--- src/rtl/spi_burst_master.sv ---
// SPI master with internal SCLK divider, all four CPOL/CPHA modes, selectable bit order and
// multi-word bursts under a single chip select.
module spi_burst_master #(
  parameter int unsigned DATA_W = 8,
  parameter int unsigned DIV_W  = 8
) (
  input  logic              clk,
  input  logic              rst_n,
  input  logic [DIV_W-1:0]  clk_div,
  input  logic              cpol,
  input  logic              cpha,
  input  logic              lsb_first,
  input  logic              cmd_valid,
  output logic              cmd_ready,
  input  logic [DATA_W-1:0] cmd_data,
  input  logic              cmd_last,
  output logic              rx_valid,
  output logic [DATA_W-1:0] rx_data,
  output logic              busy,
  output logic              spi_sclk,
  output logic              spi_mosi,
  input  logic              spi_miso,
  output logic              spi_cs_n
);

  localparam int unsigned EdgeW = $clog2(2 * DATA_W + 1);
  localparam logic [EdgeW-1:0] LastEdge = EdgeW'(2 * DATA_W - 1);

  typedef enum logic [2:0] {StIdle, StShift, StNext, StHold, StGap} state_e;

  state_e            state_q;
  logic [DIV_W-1:0]  div_q;
  logic [DIV_W-1:0]  cnt_q;
  logic              cpol_q;
  logic              cpha_q;
  logic              lsb_q;
  logic              last_q;
  logic [EdgeW-1:0]  edge_q;
  logic [DATA_W-1:0] tx_sr_q;
  logic [DATA_W-1:0] rx_sr_q;
  logic [DATA_W-1:0] rx_data_q;
  logic              rx_valid_q;
  logic              cs_n_q;
  logic              sclk_q;
  logic              mosi_q;

  logic              accept;
  logic              in_idle;
  logic [DIV_W-1:0]  eff_div;
  logic              eff_cpha;
  logic              eff_lsb;
  logic              tick;
  logic              odd_edge;
  logic              last_edge;
  logic              sample_now;
  logic              drive_now;
  logic              tx_head;
  logic [DATA_W-1:0] tx_shift;
  logic              cmd_head;
  logic [DATA_W-1:0] cmd_shift;
  logic [DATA_W-1:0] rx_shift;
  logic [DATA_W-1:0] rx_next;

  assign in_idle   = (state_q == StIdle);
  assign cmd_ready = in_idle || (state_q == StNext);
  assign busy      = !in_idle;
  assign accept    = cmd_valid && cmd_ready;

  // Config comes from the ports only on the first word of a burst; later words reuse the latch.
  assign eff_div  = in_idle ? clk_div   : div_q;
  assign eff_cpha = in_idle ? cpha      : cpha_q;
  assign eff_lsb  = in_idle ? lsb_first : lsb_q;

  assign tick       = (cnt_q == '0);
  assign odd_edge   = ~edge_q[0];
  assign last_edge  = (edge_q == LastEdge);
  assign sample_now = tick && (odd_edge ^ cpha_q);
  assign drive_now  = tick && (cpha_q ? odd_edge : (!odd_edge && !last_edge));

  assign tx_head   = lsb_q ? tx_sr_q[0] : tx_sr_q[DATA_W-1];
  assign tx_shift  = lsb_q ? (tx_sr_q >> 1) : (tx_sr_q << 1);
  assign cmd_head  = eff_lsb ? cmd_data[0] : cmd_data[DATA_W-1];
  assign cmd_shift = eff_lsb ? (cmd_data >> 1) : (cmd_data << 1);
  assign rx_shift  = lsb_q ? {spi_miso, rx_sr_q[DATA_W-1:1]} : {rx_sr_q[DATA_W-2:0], spi_miso};
  // The final edge may itself be a sample edge (cpha=1), so the word is taken from rx_next.
  assign rx_next   = sample_now ? rx_shift : rx_sr_q;

  always_ff @(posedge clk or negedge rst_n) begin
    if (!rst_n) begin
      state_q    <= StIdle;
      div_q      <= '0;
      cnt_q      <= '0;
      cpol_q     <= 1'b0;
      cpha_q     <= 1'b0;
      lsb_q      <= 1'b0;
      last_q     <= 1'b0;
      edge_q     <= '0;
      tx_sr_q    <= '0;
      rx_sr_q    <= '0;
      rx_data_q  <= '0;
      rx_valid_q <= 1'b0;
      cs_n_q     <= 1'b1;
      sclk_q     <= 1'b0;
      mosi_q     <= 1'b1;
    end else begin
      rx_valid_q <= 1'b0;
      unique case (state_q)
        StIdle: begin
          sclk_q <= cpol;
          mosi_q <= 1'b1;
          cs_n_q <= 1'b1;
          if (cmd_valid) begin
            div_q  <= clk_div;
            cpol_q <= cpol;
            cpha_q <= cpha;
            lsb_q  <= lsb_first;
          end
        end
        StShift: begin
          if (tick) begin
            cnt_q  <= div_q;
            edge_q <= edge_q + EdgeW'(1);
            sclk_q <= last_edge ? cpol_q : ~sclk_q;
            if (sample_now) begin
              rx_sr_q <= rx_shift;
            end
            if (drive_now) begin
              mosi_q  <= tx_head;
              tx_sr_q <= tx_shift;
            end
            if (last_edge) begin
              rx_data_q  <= rx_next;
              rx_valid_q <= 1'b1;
              state_q    <= last_q ? StHold : StNext;
            end
          end else begin
            cnt_q <= cnt_q - DIV_W'(1);
          end
        end
        StNext: begin
          sclk_q <= cpol_q;
        end
        StHold: begin
          sclk_q <= cpol_q;
          if (tick) begin
            cs_n_q  <= 1'b1;
            mosi_q  <= 1'b1;
            cnt_q   <= div_q;
            state_q <= StGap;
          end else begin
            cnt_q <= cnt_q - DIV_W'(1);
          end
        end
        StGap: begin
          sclk_q <= cpol_q;
          if (tick) begin
            state_q <= StIdle;
          end else begin
            cnt_q <= cnt_q - DIV_W'(1);
          end
        end
        default: state_q <= StIdle;
      endcase

      // Word load shared by IDLE and NEXT; overrides the per-state defaults above.
      if (accept) begin
        cnt_q   <= eff_div;
        edge_q  <= '0;
        last_q  <= cmd_last;
        cs_n_q  <= 1'b0;
        state_q <= StShift;
        if (eff_cpha) begin
          tx_sr_q <= cmd_data;
        end else begin
          tx_sr_q <= cmd_shift;
          mosi_q  <= cmd_head;
        end
      end
    end
  end

  assign rx_valid = rx_valid_q;
  assign rx_data  = rx_data_q;
  assign spi_cs_n = cs_n_q;
  assign spi_sclk = sclk_q;
  assign spi_mosi = mosi_q;

endmodule

--- config.mk ---
export PLATFORM = sky130hd
export DESIGN_NAME = spi_burst_master
export DESIGN_NICKNAME = d
export VERILOG_FILES = /design/src/rtl/spi_burst_master.sv
export SDC_FILE = /design/constraint.sdc
export NUM_CORES = 1
export LEC_CHECK = 0
export CAP_MARGIN = 20
export CELL_PAD_IN_SITES_DETAIL_PLACEMENT = 0
export CELL_PAD_IN_SITES_GLOBAL_PLACEMENT = 1
export CORE_AREA = 2 2 102 94
export CTS_CLUSTER_SIZE = 16
export DETAILED_ROUTE_END_ITERATION = 6
export DIE_AREA = 0 0 104 96
export PLACE_DENSITY_LB_ADDON = 0.3
export SETUP_SLACK_MARGIN = 0.15
export SYNTH_ARGS = -nofsm -noshare
export SYNTH_HDL_FRONTEND = slang
export SYNTH_SLANG_ARGS = --single-unit
--- constraint.sdc ---
create_clock -name clk -period 2.6 [get_ports clk]
set_input_delay 0.39 -clock clk [delete_from_list [all_inputs] [get_ports clk]]
set_output_delay 0.39 -clock clk [all_outputs]
set_load 0.02 [all_outputs]
; ---- Word level (Yosys, flattened, before mapping)
; Cells that the tools add are included.
[totals]
ff_bits = 56
in_bits = 24
output_inout_bits = 14
word_cells = 103
[classes]
add_sub_neg = 2
n_eq_ne = 12
n_mux = 44
bitwise = 3
reduce_logical = 27
[op_table]
columns = operator, count
row1 = $mux 8, 13
row2 = $mux 1, 18
row3 = $pmux 8 s2, 1
row4 = $mux 3, 5
row5 = $mux 5, 3
row6 = $ne 3x3->1 const B, 5
row7 = $pmux 3 s4, 1
row8 = $reduce_and 2->1, 6
row9 = $reduce_bool 3->1, 3
row10 = $logic_not 8->1, 1
row11 = $sub 8x1->8 const B, 1
row12 = $eq 3x2->1 const B, 2
row13 = $pmux 1 s3, 2
row14 = $reduce_and 3->1, 2
row15 = $reduce_bool 2->1, 3
row16 = $add 5x1->5 const B, 1
row17 = $eq 5x4->1 const B, 1
row18 = $reduce_and 5->1, 1
row19 = $logic_and 1x1->1, 4
row20 = $reduce_or 2->1, 2
row21 = $eq 3x1->1 const B, 1
row22 = $eq 3x3->1 const B, 1
row23 = $logic_not 3->1, 1
row24 = $reduce_or 3->1, 1
row25 = 7 further kinds, 9

; ---- Depth between registers and ports, before layout
[depth]
depth_word = 10
mapped_depth = 8
mapped_depth_nobuf = 7

; ---- Worst setup path after synthesis
; OpenSTA, ideal clock, no wires.
[synth_timing]
path_kind = flip-flop to flip-flop
from = reg edge_q[0]
to = reg tx_sr_q[6]
setup_ns = 0.126
arrival_ns = 2.330
required_time_ns = 2.474
slack_ns = 0.144
path_stages_with_launch = 9
n_path_buf = 1
synth_period_minus_slack_ns = 2.456
path_cell_list = dfrtp_1 ha_1 and3_1 ha_1 or3b_1 and3_1 clkbuf_1 a221o_1 o32a_1
[synth_via]
elab_chain_len = 7
word_cells_on_any_way = 8
classes_between = eq/ne: 1 / mux: 1 / bitwise: 1 / reduce/logical: 5
[synth_lines]
columns = item, line_no
row1 = start: declaration, 38  ; logic [EdgeW-1:0] edge_q;
row2 = start signal: assignment, 122  ; edge_q <= edge_q + EdgeW'(1);
row3 = $eq 5x4->1, 76  ; assign last_edge = (edge_q == LastEdge);
row4 = $logic_not 1->1, 78  ; assign drive_now = tick && (cpha_q ? odd_edge : (!odd_edge && !last_edge));
row5 = $logic_and 1x1->1, 78
row6 = $mux 1 *, 78
row7 = $logic_and 1x1->1 *, 78
row8 = $reduce_bool 2->1 (no source line) *, n/a
row9 = $reduce_and 3->1 (no source line) *, n/a
row10 = end signal: assignment, 129  ; tx_sr_q <= tx_shift;
row11 = end signal: assignment, 173  ; tx_sr_q <= cmd_data;
row12 = end signal: assignment, 175  ; tx_sr_q <= cmd_shift;
row13 = end: declaration, 39  ; logic [DATA_W-1:0] tx_sr_q;
; Mark *: on every way between the ends. The rest lies on a longest branch, timed or not.
; A chain may end at the register's enable or synchronous reset.

; ---- Worst setup path after layout
; Same ends and word-level chain as after synthesis.

==> summary.txt <==
CTS
  – Clock Tree Buf Depth: 2
  – CTS tree: done
  – # hold bufs at CTS: 0
  – Clk_lat worst skew: 0.32 ns
  – Root Driver: clkbuf_8
  – CTS Buf Count: 5
  – Clk slew on worst S/H paths: 0.11 ns
  – CTS H-tree lvls: 2
  – CTS Sinks: 56

GRT
  – Overflow left after global routing: 0
  – GR Layer Usage met1: 26.9%
  – M3 GR Usage: 3.32%
  – Largest net degree at the start of global routing: 30
  – Initial antenna violation count: 0
  – Vias in the first global route: 2,885
  – GRT busiest layer: met2
  – GRT Overall Usage: 18.5%
  – First-pass GRT wire length: 15,100 microns
  – Grt met2 use: 28.9%

Detailed routing
  – Total wire length: 8660 microns
  – Initial DRC Count: 185
  – Post-DR wirelength/cell: 16.8 microns
  – Drt drc: 0
  – ANT nets after route: 0
  – Drt pass-1 iters: 4
  – Vias per cell: 5.64
  – Vias: 2,905

Yosys
  – Mapped Area: 3470 sq um
  – Main synth FF type: dfrtp_1
  – Gate Count Post-Synth: 346
  – Synth top area share: 38.9%
  – Synth unique cells: 66
  – Main area contributors after synthesis: dfrtp_1 39%, mux2_2 12%, mux2i_1 3.5%
  – Syn nets: 373
  – Ys async rst share: 100%
  – Cell taking the most area after synthesis: dfrtp_1
  – Register area share after synthesis: 40.4%
  – Syn Area/Cell: 10.0 sq um
  – Post-synthesis register bit count: 56
  – Ys Warns: 0
  – EDFF count, synth: 0

Placement
  – Placement Setup Slack: 0.179 ns
  – Number of port buffers: 37
  – GPL Wtd Cong: 0.828
  – DPL Wire Length: 6380 microns

Floorplanning
  – Initial cell density of the core: 38.9%
  – Die footprint: 9980 sq um
  – Core Box Area: 8920 sq um
  – Chip Width: 104 microns
  – Num rows: 33
  – # IOs: 38
  – Die Height: 96 microns

Worst setup path
  – Kind of critical path: reg -> reg
  – Crit path launch type: flop
  – WP data arrival: 2.55 ns
  – FF-to-FF setup slack: 0.26 ns
  – Worst Path Max Fanout: 6
  – Critical Path RT: 2.81 ns
  – Crit end category: flop

Run status
  – Outcome: complete, no violations

Job
  – Max Cap Viol: 0

Timing
  – Setup ws final: 0.263 ns
  – Minimum hold slack: 0.102 ns
  – Fmax: 428 MHz
  – Min Clock Period, post-route: 2.34 ns
  – Setup tns final: 0 ns
  – Unrepaired setup endpoints after global routing: no
  – Worst-Margin Slew: 0.685 ns
  – Hold Vio Cnt, Final: 0
  – Final setup fails: 0
  – Slew HR: 54.3%
  – Max-slew violation count: 0
  – Final worst path period share: 89.9%
  – Clk_skew: 0.0149 ns

Layout
  – Area grow syn2layout: 20.9%
  – Nets: 419
  – Diode count: 0
  – Commonest non-fill, non-tap cell in the layout: dfrtp_1
  – Layout cells sized above 1: 24.4%
  – Fin util: 47.1%
  – Highest-count cells in the layout ignoring fill and taps: 53 x dfrtp_1, 38 x mux2_2, 36 x clkdlybuf4s50_1, 27 x buf_4
  – FILL cells: 881

Power
  – Static Leakage: 1.74 nW
  – Tot Pwr: 3.32 mW
  – VDD IR max: 0.364 mV
  – Pwr dens: 790 nW/um^2

Worst hold path
  – Hold WC Path Type: in -> async
-- cell usage after synthesis (all sizes together), types with 9 or more instances --
library cell,count
dfrtp,54
mux2,38
o21ai,22
nand2,21
a21oi,16
nor2,16
buf,13
clkbuf,13
nand3,13
mux2i,12
nor3,12
o22ai,9
-- worst max-delay path, cell delays in order (launching register included) --
cell     delay, ns
dfrtp_2       0.45
ha_1          0.22
and3_1        0.18
ha_1          0.19
or3b_4        0.43
and3_4        0.19
a221o_1       0.25
o32a_1        0.32
-- final timing paths --
check | depth (start not counted) | start | endpoint
max in group asynchronous | 2 | rst_n | spi_cs_n
worst min-delay path | 1 | rst_n | tx_sr_q[5]
min in group clk | 2 | rx_data[7] | rx_data[7]
worst min register to register | 2 | rx_data[7] | rx_data[7]
worst max register to register | 7 | edge_q[0] | tx_sr_q[6]
worst max-delay path | 7 | edge_q[0] | tx_sr_q[6]
-- layout make-up --
class                   count  area (sq um)  share of cell area (%)
repair buffers             65           588                    14.0
clock buffers               5          68.8                    1.64
flip-flops and latches     56          1410                    33.5
clock inverters             3          26.3                   0.626
inverters                   8          30.0                   0.715
well taps                 122           153                    3.64
multi-input cells         256          1930                    45.9
-- registers in the layout, summed over array words and instances, names as in the netlist, 3 cells and up --
register / flops
rx_sr_q: 8
rx_data: 8
edge_q: 5
cnt_q: 8
tx_sr_q: 8
div_q: 8
state_q: 3
-- layer usage --
metal	vias to the layer above	wire length, microns
met5	-	0
met4	0	64
met3	7	480
met2	86	3810
met1	1412	4310
li1	1400	-
-- through the flow --
| stage | area [sq um] | instances |
|---|---|---|
| global route | 4200 | 515 |
| floorplan | 3470 | 346 |
| detailed placement | 4090 | 506 |
| global placement | 4090 | 506 |
| CTS | 4180 | 514 |
| finish | 4200 | 515 |
-- power by group --
part           switching [mW]  internal (mW)
registers               0.304           1.14
clock network           0.311          0.197
logic                   0.654          0.708
total                    1.27           2.05
-- logic make-up (layout without fill, tap and decap cells) --
group,count (synthesis),count (layout),synth area share (%)
simple gates,104,104,17.4
compound gates,95,95,19.9
flops,56,56,40.4
mux,50,50,15.8
buf+inv,34,81,4.33
xor+xnor,4,4,1.01
fa+ha+maj,3,3,1.08
-- timing repair --
| action | CTS | global route |
|---|---|---|
| setup buffers | 0 | 1 |
| pin swaps | 0 | 0 |
| endpoints found under the setup margin | 3 | 6 |
| resized for setup | 1 | 3 |
Note: power is estimated with default switching activity, not from simulation.
